## src/rtl/dcache_ctrl.sv

```systemverilog
// Direct-mapped, write-back, write-allocate L1 data cache controller (MEM stage).
//
// Ports:
//   clk_i, rst_i        clock; asynchronous active-high reset
//   cpu_req_i           MEM-stage access valid
//   cpu_write_i         1 = store, 0 = load
//   cpu_addr_i          word-aligned byte address
//   cpu_wdata_i         store data
//   cpu_rdata_o         load data, valid when cpu_req_i & !cpu_stall_o
//   cpu_stall_o         pipeline stall (MemStall), combinational
//   mem_req_o           line request to data memory, held until mem_ack_i
//   mem_write_o         1 = line writeback, 0 = line refill
//   mem_addr_o          line-aligned memory address
//   mem_wdata_o         victim line for writeback
//   mem_rdata_i         refill line, valid with mem_ack_i
//   mem_ack_i           one-cycle completion pulse
module dcache_ctrl #(
    parameter int unsigned NUM_LINES  = 16,
    parameter int unsigned LINE_BYTES = 32
) (
    input  logic                      clk_i,
    input  logic                      rst_i,
    input  logic                      cpu_req_i,
    input  logic                      cpu_write_i,
    input  logic [31:0]               cpu_addr_i,
    input  logic [31:0]               cpu_wdata_i,
    output logic [31:0]               cpu_rdata_o,
    output logic                      cpu_stall_o,
    output logic                      mem_req_o,
    output logic                      mem_write_o,
    output logic [31:0]               mem_addr_o,
    output logic [LINE_BYTES*8-1:0]   mem_wdata_o,
    input  logic [LINE_BYTES*8-1:0]   mem_rdata_i,
    input  logic                      mem_ack_i
);

    localparam int unsigned IDX_W  = $clog2(NUM_LINES);
    localparam int unsigned OFF_W  = $clog2(LINE_BYTES);
    localparam int unsigned WSEL_W = OFF_W - 2;
    localparam int unsigned TAG_W  = 32 - IDX_W - OFF_W;
    localparam int unsigned LINE_W = LINE_BYTES * 8;
    localparam int unsigned BOFF_W = $clog2(LINE_W);

    typedef enum logic [1:0] {
        StIdle,
        StWriteback,
        StRefill
    } state_t;

    state_t state_q, state_d;

    logic [NUM_LINES-1:0] valid_q;
    logic [NUM_LINES-1:0] dirty_q;
    logic [TAG_W-1:0]     tag_q  [NUM_LINES];
    logic [LINE_W-1:0]    data_q [NUM_LINES];

    logic [IDX_W-1:0]  req_idx;
    logic [WSEL_W-1:0] req_wsel;
    logic [TAG_W-1:0]  req_tag;
    logic [BOFF_W-1:0] word_off;
    logic [LINE_W-1:0] sel_line;
    logic              hit;
    logic              wr_hit;
    logic              refill_done;
    logic              unused_addr_lsb;

    assign req_idx         = cpu_addr_i[OFF_W +: IDX_W];
    assign req_wsel        = cpu_addr_i[2 +: WSEL_W];
    assign req_tag         = cpu_addr_i[31 -: TAG_W];
    assign unused_addr_lsb = ^cpu_addr_i[1:0];
    assign word_off        = {req_wsel, 5'b0};
    assign sel_line        = data_q[req_idx];

    assign hit         = cpu_req_i & valid_q[req_idx] & (tag_q[req_idx] == req_tag);
    assign wr_hit      = (state_q == StIdle) & hit & cpu_write_i;
    assign refill_done = (state_q == StRefill) & mem_ack_i;

    always_comb begin
        state_d     = state_q;
        cpu_stall_o = 1'b0;
        cpu_rdata_o = '0;
        mem_req_o   = 1'b0;
        mem_write_o = 1'b0;
        mem_addr_o  = '0;
        mem_wdata_o = '0;
        unique case (state_q)
            StIdle: begin
                if (cpu_req_i) begin
                    if (hit) begin
                        cpu_rdata_o = sel_line[word_off +: 32];
                    end else begin
                        cpu_stall_o = 1'b1;
                        // A dirty victim must reach memory before its slot is refilled.
                        if (valid_q[req_idx] && dirty_q[req_idx]) begin
                            state_d = StWriteback;
                        end else begin
                            state_d = StRefill;
                        end
                    end
                end
            end
            StWriteback: begin
                cpu_stall_o = 1'b1;
                mem_req_o   = 1'b1;
                mem_write_o = 1'b1;
                // Tag array still holds the victim tag until the refill lands.
                mem_addr_o  = {tag_q[req_idx], req_idx, {OFF_W{1'b0}}};
                mem_wdata_o = sel_line;
                if (mem_ack_i) begin
                    state_d = StRefill;
                end
            end
            StRefill: begin
                cpu_stall_o = 1'b1;
                mem_req_o   = 1'b1;
                mem_addr_o  = {req_tag, req_idx, {OFF_W{1'b0}}};
                if (mem_ack_i) begin
                    state_d = StIdle;
                end
            end
            default: begin
                state_d = StIdle;
            end
        endcase
    end

    always_ff @(posedge clk_i or posedge rst_i) begin
        if (rst_i) begin
            state_q <= StIdle;
            valid_q <= '0;
            dirty_q <= '0;
        end else begin
            state_q <= state_d;
            if (refill_done) begin
                valid_q[req_idx] <= 1'b1;
                dirty_q[req_idx] <= 1'b0;
            end else if (wr_hit) begin
                dirty_q[req_idx] <= 1'b1;
            end
        end
    end

    // Tag and data arrays carry no reset; valid bits gate their use.
    always_ff @(posedge clk_i) begin
        if (refill_done) begin
            tag_q[req_idx]  <= req_tag;
            data_q[req_idx] <= mem_rdata_i;
        end else if (wr_hit) begin
            data_q[req_idx][word_off +: 32] <= cpu_wdata_i;
        end
    end

endmodule

```

## config.mk

```make
export PLATFORM = sky130hd
export DESIGN_NAME = dcache_ctrl
export DESIGN_NICKNAME = d
export VERILOG_FILES = /design/src/rtl/dcache_ctrl.sv
export SDC_FILE = /design/constraint.sdc
export NUM_CORES = 2
export LEC_CHECK = 0
export BUFFER_PORTS_ARGS = -buffer_cell sky130_fd_sc_hd__buf_2
export CAP_MARGIN = 20
export CORE_MARGIN = 4
export CORE_UTILIZATION = 45
export DETAILED_ROUTE_END_ITERATION = 10
export HOLD_SLACK_MARGIN = 0.15
export SETUP_SLACK_MARGIN = 0.2
export SYNTH_ARGS = -nofsm -noshare
export SYNTH_HDL_FRONTEND = slang
export SYNTH_MEMORY_MAX_BITS = 65536
export SYNTH_SLANG_ARGS = --single-unit
export TNS_END_PERCENT = 10
```

## constraint.sdc

```tcl
create_clock -name clk_i -period 6.8 [get_ports clk_i]
set_input_delay 1.02 -clock clk_i [delete_from_list [all_inputs] [get_ports clk_i]]
set_output_delay 1.02 -clock clk_i [all_outputs]
set_load 0.01 [all_outputs]
```

# --- Yosys cells after proc, flatten, opt, wreduce, memory -nomap -nowiden ---
# Memory sizes are Yosys's and may differ from the RTL's.
# Index checks and enable logic that the tools add are counted.
# Widths: inputs -> output; s select.
totals:
  out_inout_bits: 323
  n_memories: 2
  ram_bits: 4464
  register_bits: 34
  word_cells: 574
  inputBits: 325
mem_list:
  columns: ["memory", "depth", "width", "rd", "rd_ports_with_merged_regs", "wr", "line_no", "rtl"]
  rows:
  - ["data_q", 16, 256, 1, 0, 1, "55", "logic [LINE_W-1:0] data_q [NUM_LINES];"]
  - ["tag_q", 16, 23, 1, 0, 1, "54", "logic [TAG_W-1:0] tag_q [NUM_LINES];"]
op_classes:
  n_mux: 285
  n_eq_ne: 7
  shift: 3
  bitwise: 265
  n_reduce_logical: 6
  order_cmp: 2
  addsub: 1
op_table:
  columns: ["operator", "n"]
  rows:
  - ["$mux 256", 2]
  - ["$mux 1", 267]
  - ["$or 1x1->1", 256]
  - ["$shift 32x10->256 const A", 1]
  - ["$shiftx 256x9->32", 1]
  - ["$shiftx 32x10->256", 1]
  - ["$mux 32", 3]
  - ["$pmux 32 s2", 1]
  - ["$mux 16", 2]
  - ["$or 16x16->16", 2]
  - ["$eq 23x23->1", 1]
  - ["$and 16x16->16", 1]
  - ["$not 16->16", 1]
  - ["$mux 2", 5]
  - ["$neg 8->10", 1]
  - ["$bmux 1 s4", 2]
  - ["$ne 2x2->1 const B", 4]
  - ["$pmux 2 s3", 1]
  - ["$and 1x1->1", 5]
  - ["$lt 4x5->1 const B", 1]
  - ["$demux 1 s4", 1]
  - ["$ge 4x1->1 const B", 1]
  - ["$reduce_and 4->1", 1]
  - ["$eq 2x1->1 const B", 1]
  - ["other kinds (6)", 7]

# --- Longest topological paths before layout ---
depth:
  depth_word: 10
  depth_mapped: 18
  mapped_depth_nobuf: 9

# --- Least setup slack after synthesis ---
# Ideal clock, no wire load.
synth_timing:
  path_type: "input port to flip-flop"
  from: "input port cpu_addr_i[5]"
  to: "memory data_q[0][100] (netlist name), enable pin"
  setup_slack_ns: 0.962
  required_time_ns: 6.378
  arrival_ns: 5.416
  path_buffers: 8
  stages: 16
  path_cell_list: "buf_6 -> buf_6 -> buf_8 -> buf_8 -> buf_8 -> buf_2 -> nor2_1 -> a211oi_1 -> mux2_2 -> a2111oi_4 -> o2111ai_2 -> or4_1 -> buf_6 -> and2_4 -> buf_6 -> nor2_1"
synth_via:
  elab_chain_cells: 10
  word_cells_on_any_way: 12
  cone_classes: "eq/ne (1); mux (5); bitwise (5); memory (1)"
synth_rtl:
  columns: ["item", "line_no", "rtl"]
  rows:
  - ["start: declaration", "25", "input logic [31:0] cpu_addr_i,"]
  - ["branches (longest 10 deep; another with $mem_v2 16x23)", null, null]
  - ["end: declaration", "55", null]
# Several ways; the timed one is not identified. The select of a mux whose other input is x is not followed.

# --- Worst setup path after layout ---
layout_timing:
  from: "input port cpu_addr_i[6]"
  to: "output port cpu_rdata_o[26]"
layout_via:
  elab_chain_cells: 7
  word_cells_on_any_way: 11
  cone_classes: "eq/ne (1); shift (1); mux (5); bitwise (2); memory (2)"
layout_rtl:
  columns: ["item", "line_no", "rtl"]
  rows:
  - ["branches (longest 4 deep; another with $mem_v2 16x256)", null, null]
  - ["$mux 32 (*)", "89", "if (hit) begin"]
  - ["$mux 32 (*)", "88", "if (cpu_req_i) begin"]
  - ["$mux 32 (*)", "86", "unique case (state_q)"]
  - ["end: declaration", "27", "output logic [31:0] cpu_rdata_o,"]
# Every way passes the cells marked *. The select of a mux whose other input is x is not followed.

==> reports/qor.txt <==
Status: finished clean
Avg Inst Size Synth: 22.4 µm²
Slew Viols, Final: 0
# IOs: 648
Num CTS Buffers: 454
Die Ht: 638 µm
1st-iter DRT viols: 13700
Area share of and/or/nand/nor cells after synthesis: 0.0268
CP Launch Type: primary input
Peak VDD IR: 0.000247 V
Fraction of layout cells with a size suffix above 1: 0.364
Final min period: 6.13 ns
Max-cap viol count: 0
Total Routed Length: 582000 µm
Vias in the first global route: 90200
Net switching power: 14200 µW
Capturing point of the worst reg2reg path: data_q[13][238]$_DFFE_PP_
Area Growth Syn to Fin: 16.7%
Power Density: 293 mW/mm²
Crit-path cells: buf_8 -> buf_12 -> buf_12 -> mux4_2 -> mux4_2 -> mux4_2 -> nand2_1 -> a21oi_1 -> buf_2
DP Cell Count: 13900
Overflow after GRT: 0
Logic pwr share: 0.081
Placer Congestion: 0.867
Design Area, Final: 0.209 mm²
Synthesized instance count: 7989
R2r setup slk: 1.88 ns
Worst R2R Start: tag_q[1][6]$_DFFE_PP_
CP Buf/Inv Count: 4
Final worst path period share: 0.902
Drt first pass iters: 5
Syn Std Cell Area: 0.179 mm²
Row cnt: 231
I/O Buffers: 640
Met2 Use GR: 0.436
Chip width: 638 µm
Buffer depth of the longest clock path: 4
Post-synthesis compound-gate area fraction: 0.0109
Core area: 0.396 mm²
Post-synthesis xor/xnor area fraction: 0.00118
CTS tree: yes
Critical path's slowest cell: mux4_2
WP data arrival: 5.11 ns
Final cell count without fillers: 14800
Placed Area: 0.193 mm²
Hold EP: tag_q[13][16]$_DFFE_PP_
Leak Pwr: 0.0672 µW
Grt met1 use: 0.370
DR vias: 93600
Synth warnings: 0
Setup violators final: 0
Final ANT Viol Nets: 0
Ys flop type: edfxtp_1
Cell mode on critical path: mux4_2
Die area: 0.407 mm²
Routed len/inst: 39.2 µm
Library cells used by synthesis: 67
Clk slew on worst S/H paths: 0.06 ns
Post-Synth Adder-Cell Area: 0.000630
Clock Latency Late Sink: 1.04 ns
CTS root buf: clkbuf_16
Delay-heaviest family, CP: multiplexers
Clk sinks: 4498
Detailed placement HPWL: 366000 µm
Slew headroom: 0.187
Global route hottest layer: met2
Largest stage delay, worst path: 0.74 ns
Vias per cell: 6.31
HP Start: cpu_addr_i[25]
DRC: 0
Initial Util: 0.452
Power Internal: 46900 µW
Hold depth: 1
EDFF count, synth: 4464
Antenna violations before repair: 124
Setup Fix Bufs, Post-CTS: 0
Mux contribution to synthesized area: 0.192
CP required: 5.78 ns
Post-route setup TNS: 0 ns
Main combinational cell family by area after synthesis: multiplexers
Total Power: 61100 µW
Met3 Use GR: 0.0657
FF+latch count, synth: 4498
Seq pwr share: 0.509
Critical Path Start: cpu_addr_i[6]
Switching share of power: 0.232
Clock power frac: 0.410
Crit. End Element: output port
Clk_skew: 0.0930 ns
Slew @ Worst Pin: 1.22 ns
Nets: 9402
Async SR Flop Fraction: 0.00756
Filler cells: 30300
Pre-CTS WS: 0.596 ns
Register-to-Register Path Depth: 12
Largest net degree at the start of global routing: 158
Global Route Usage Sum: 0.282
Final hold vios: 0
RSZ-0062 raised after global routing: false
First-pass GRT wire length: 781000 µm
Max Freq: 163 MHz
Min-Delay Path Class: primary input to flop
Setup ws final: 0.667 ns
Crit Path Max Fanout: 114
Crit Path Category: primary input to output port
H-tree Lvls: 5
Sequential area share after synthesis: 0.755
## flip-flops by register name, indices dropped and copies added (netlist names), named ones only
signal and flops:
data_q 4096, state_q 2, tag_q 368, valid_q 16
## final cells by class
cell class	count	area, µm²	share of cell area
clock buffers	559	11900	0.0569
repair buffers	1117	9090	0.0436
clock inverters	280	3010	0.0144
diodes	135	338	0.00162
well taps	5242	6560	0.0314
multi-input cells	2934	42600	0.204
flip-flops and latches	4498	135000	0.647
inverters	63	241	0.00116
## power groups by stage
stage / logic (µW) / clock network [µW] / registers, µW
final: 4970 / 25100 / 31100
after global routing: 5080 / 26500 / 31100
after CTS: 4930 / 25300 / 31100
after detailed placement: 4920 / 0 / 31700
after global placement: 4840 / 0 / 31600
after floorplan: 2430 / 0 / 31600
## layer usage
layer / share of wire / vias up / wire (µm)
li1: - / 36000 / -
met1: 0.36 / 50400 / 207000
met4: 0.064 / 22 / 37300
met2: 0.47 / 6013 / 276000
met5: 0.00032 / - / 184
met3: 0.11 / 1079 / 61400
## cells by family (layout without fill, tap and decap cells)
kind of cell               after synthesis  in the layout
DFF                                   4498           4498
muxes                                 1667           1667
and+or+nand+nor                        916            916
buffers and inverters                  561           2019
AOI/OAI and AO/OA                      313            313
xor gates and xnor gates                24             24
adders and majority gates                9              9
other                                    1            140
## how the worst max path moves through the flow
stage                                           to  slack, ns  cells after the start
after global placement     data_q[0][68]$_DFFE_PP_       0.56                     10
after floorplan           data_q[0][100]$_DFFE_PP_       0.96                     16
after detailed placement  data_q[9][238]$_DFFE_PP_       0.60                     14
final                              cpu_rdata_o[26]       0.67                      9
after CTS                          cpu_rdata_o[25]       0.68                     10
after global routing               cpu_rdata_o[25]       0.62                     10
## cell usage after synthesis, types with 24 or more instances
cell / count / area share
a21oi_1: 40 / 0.0011
a22oi_1: 41 / 0.0017
and2_1: 280 / 0.0098
and3_1: 28 / 0.00098
buf_1: 107 / 0.0022
buf_2: 55 / 0.0015
buf_6: 25 / 0.0016
clkbuf_1: 297 / 0.0062
dfrtp_1: 34 / 0.0048
edfxtp_1: 4464 / 0.75
inv_1: 61 / 0.0013
mux2_1: 92 / 0.0058
mux2_2: 71 / 0.0045
mux2i_1: 108 / 0.0060
mux4_2: 1396 / 0.18
nand2_1: 188 / 0.0039
nand2b_1: 24 / 0.00084
nand3_1: 78 / 0.0022
nor2_1: 151 / 0.0032
nor2_2: 51 / 0.0018
nor2b_1: 31 / 0.0011
nor3_1: 31 / 0.00087
o21ai_0: 120 / 0.0034
o21ai_1: 31 / 0.00087
## cell usage in the layout (no fill, tap or decap), types with 13 or more instances in the layout
cell type   instances
a22oi_1            41
and3_1             28
buf_12            175
clkinv_2           76
nand2_2            13
clkinvlp_4         19
o21ai_0           116
nor2_1             53
clkinv_1          100
mux4_2           1396
dfrtp_1            34
mux2i_1           108
o21ai_1            35
nand2b_1           21
nand3_1            74
mux2_2             71
nor2b_1            28
nor3_1             30
clkbuf_1           95
xnor2_1            15
a21oi_1            37
diode_2           135
inv_1              60
nand2_1           175
buf_2             643
and2_1            280
mux2_1             92
buf_4             290
edfxtp_1         4464
or2_2              17
nor2_4            146
bufinv_16          49
clkbuf_16         456
a21o_1             15
## metrics by stage
step | utilization | hold WS, ns
after global routing | 0.526 | 0.394
after detailed placement | 0.489 | 0.450
final | 0.527 | 0.441
after global placement | 0.488 | 0.446
after CTS | 0.526 | 0.354
after floorplan | - | 0.434
## what timing repair did
action | CTS | global route
gates resized for setup | 0 | 0
hold buffers | 1 | 0
endpoints found under the hold margin | 34 | 0
Note: power is estimated with default switching activity, not from simulation.
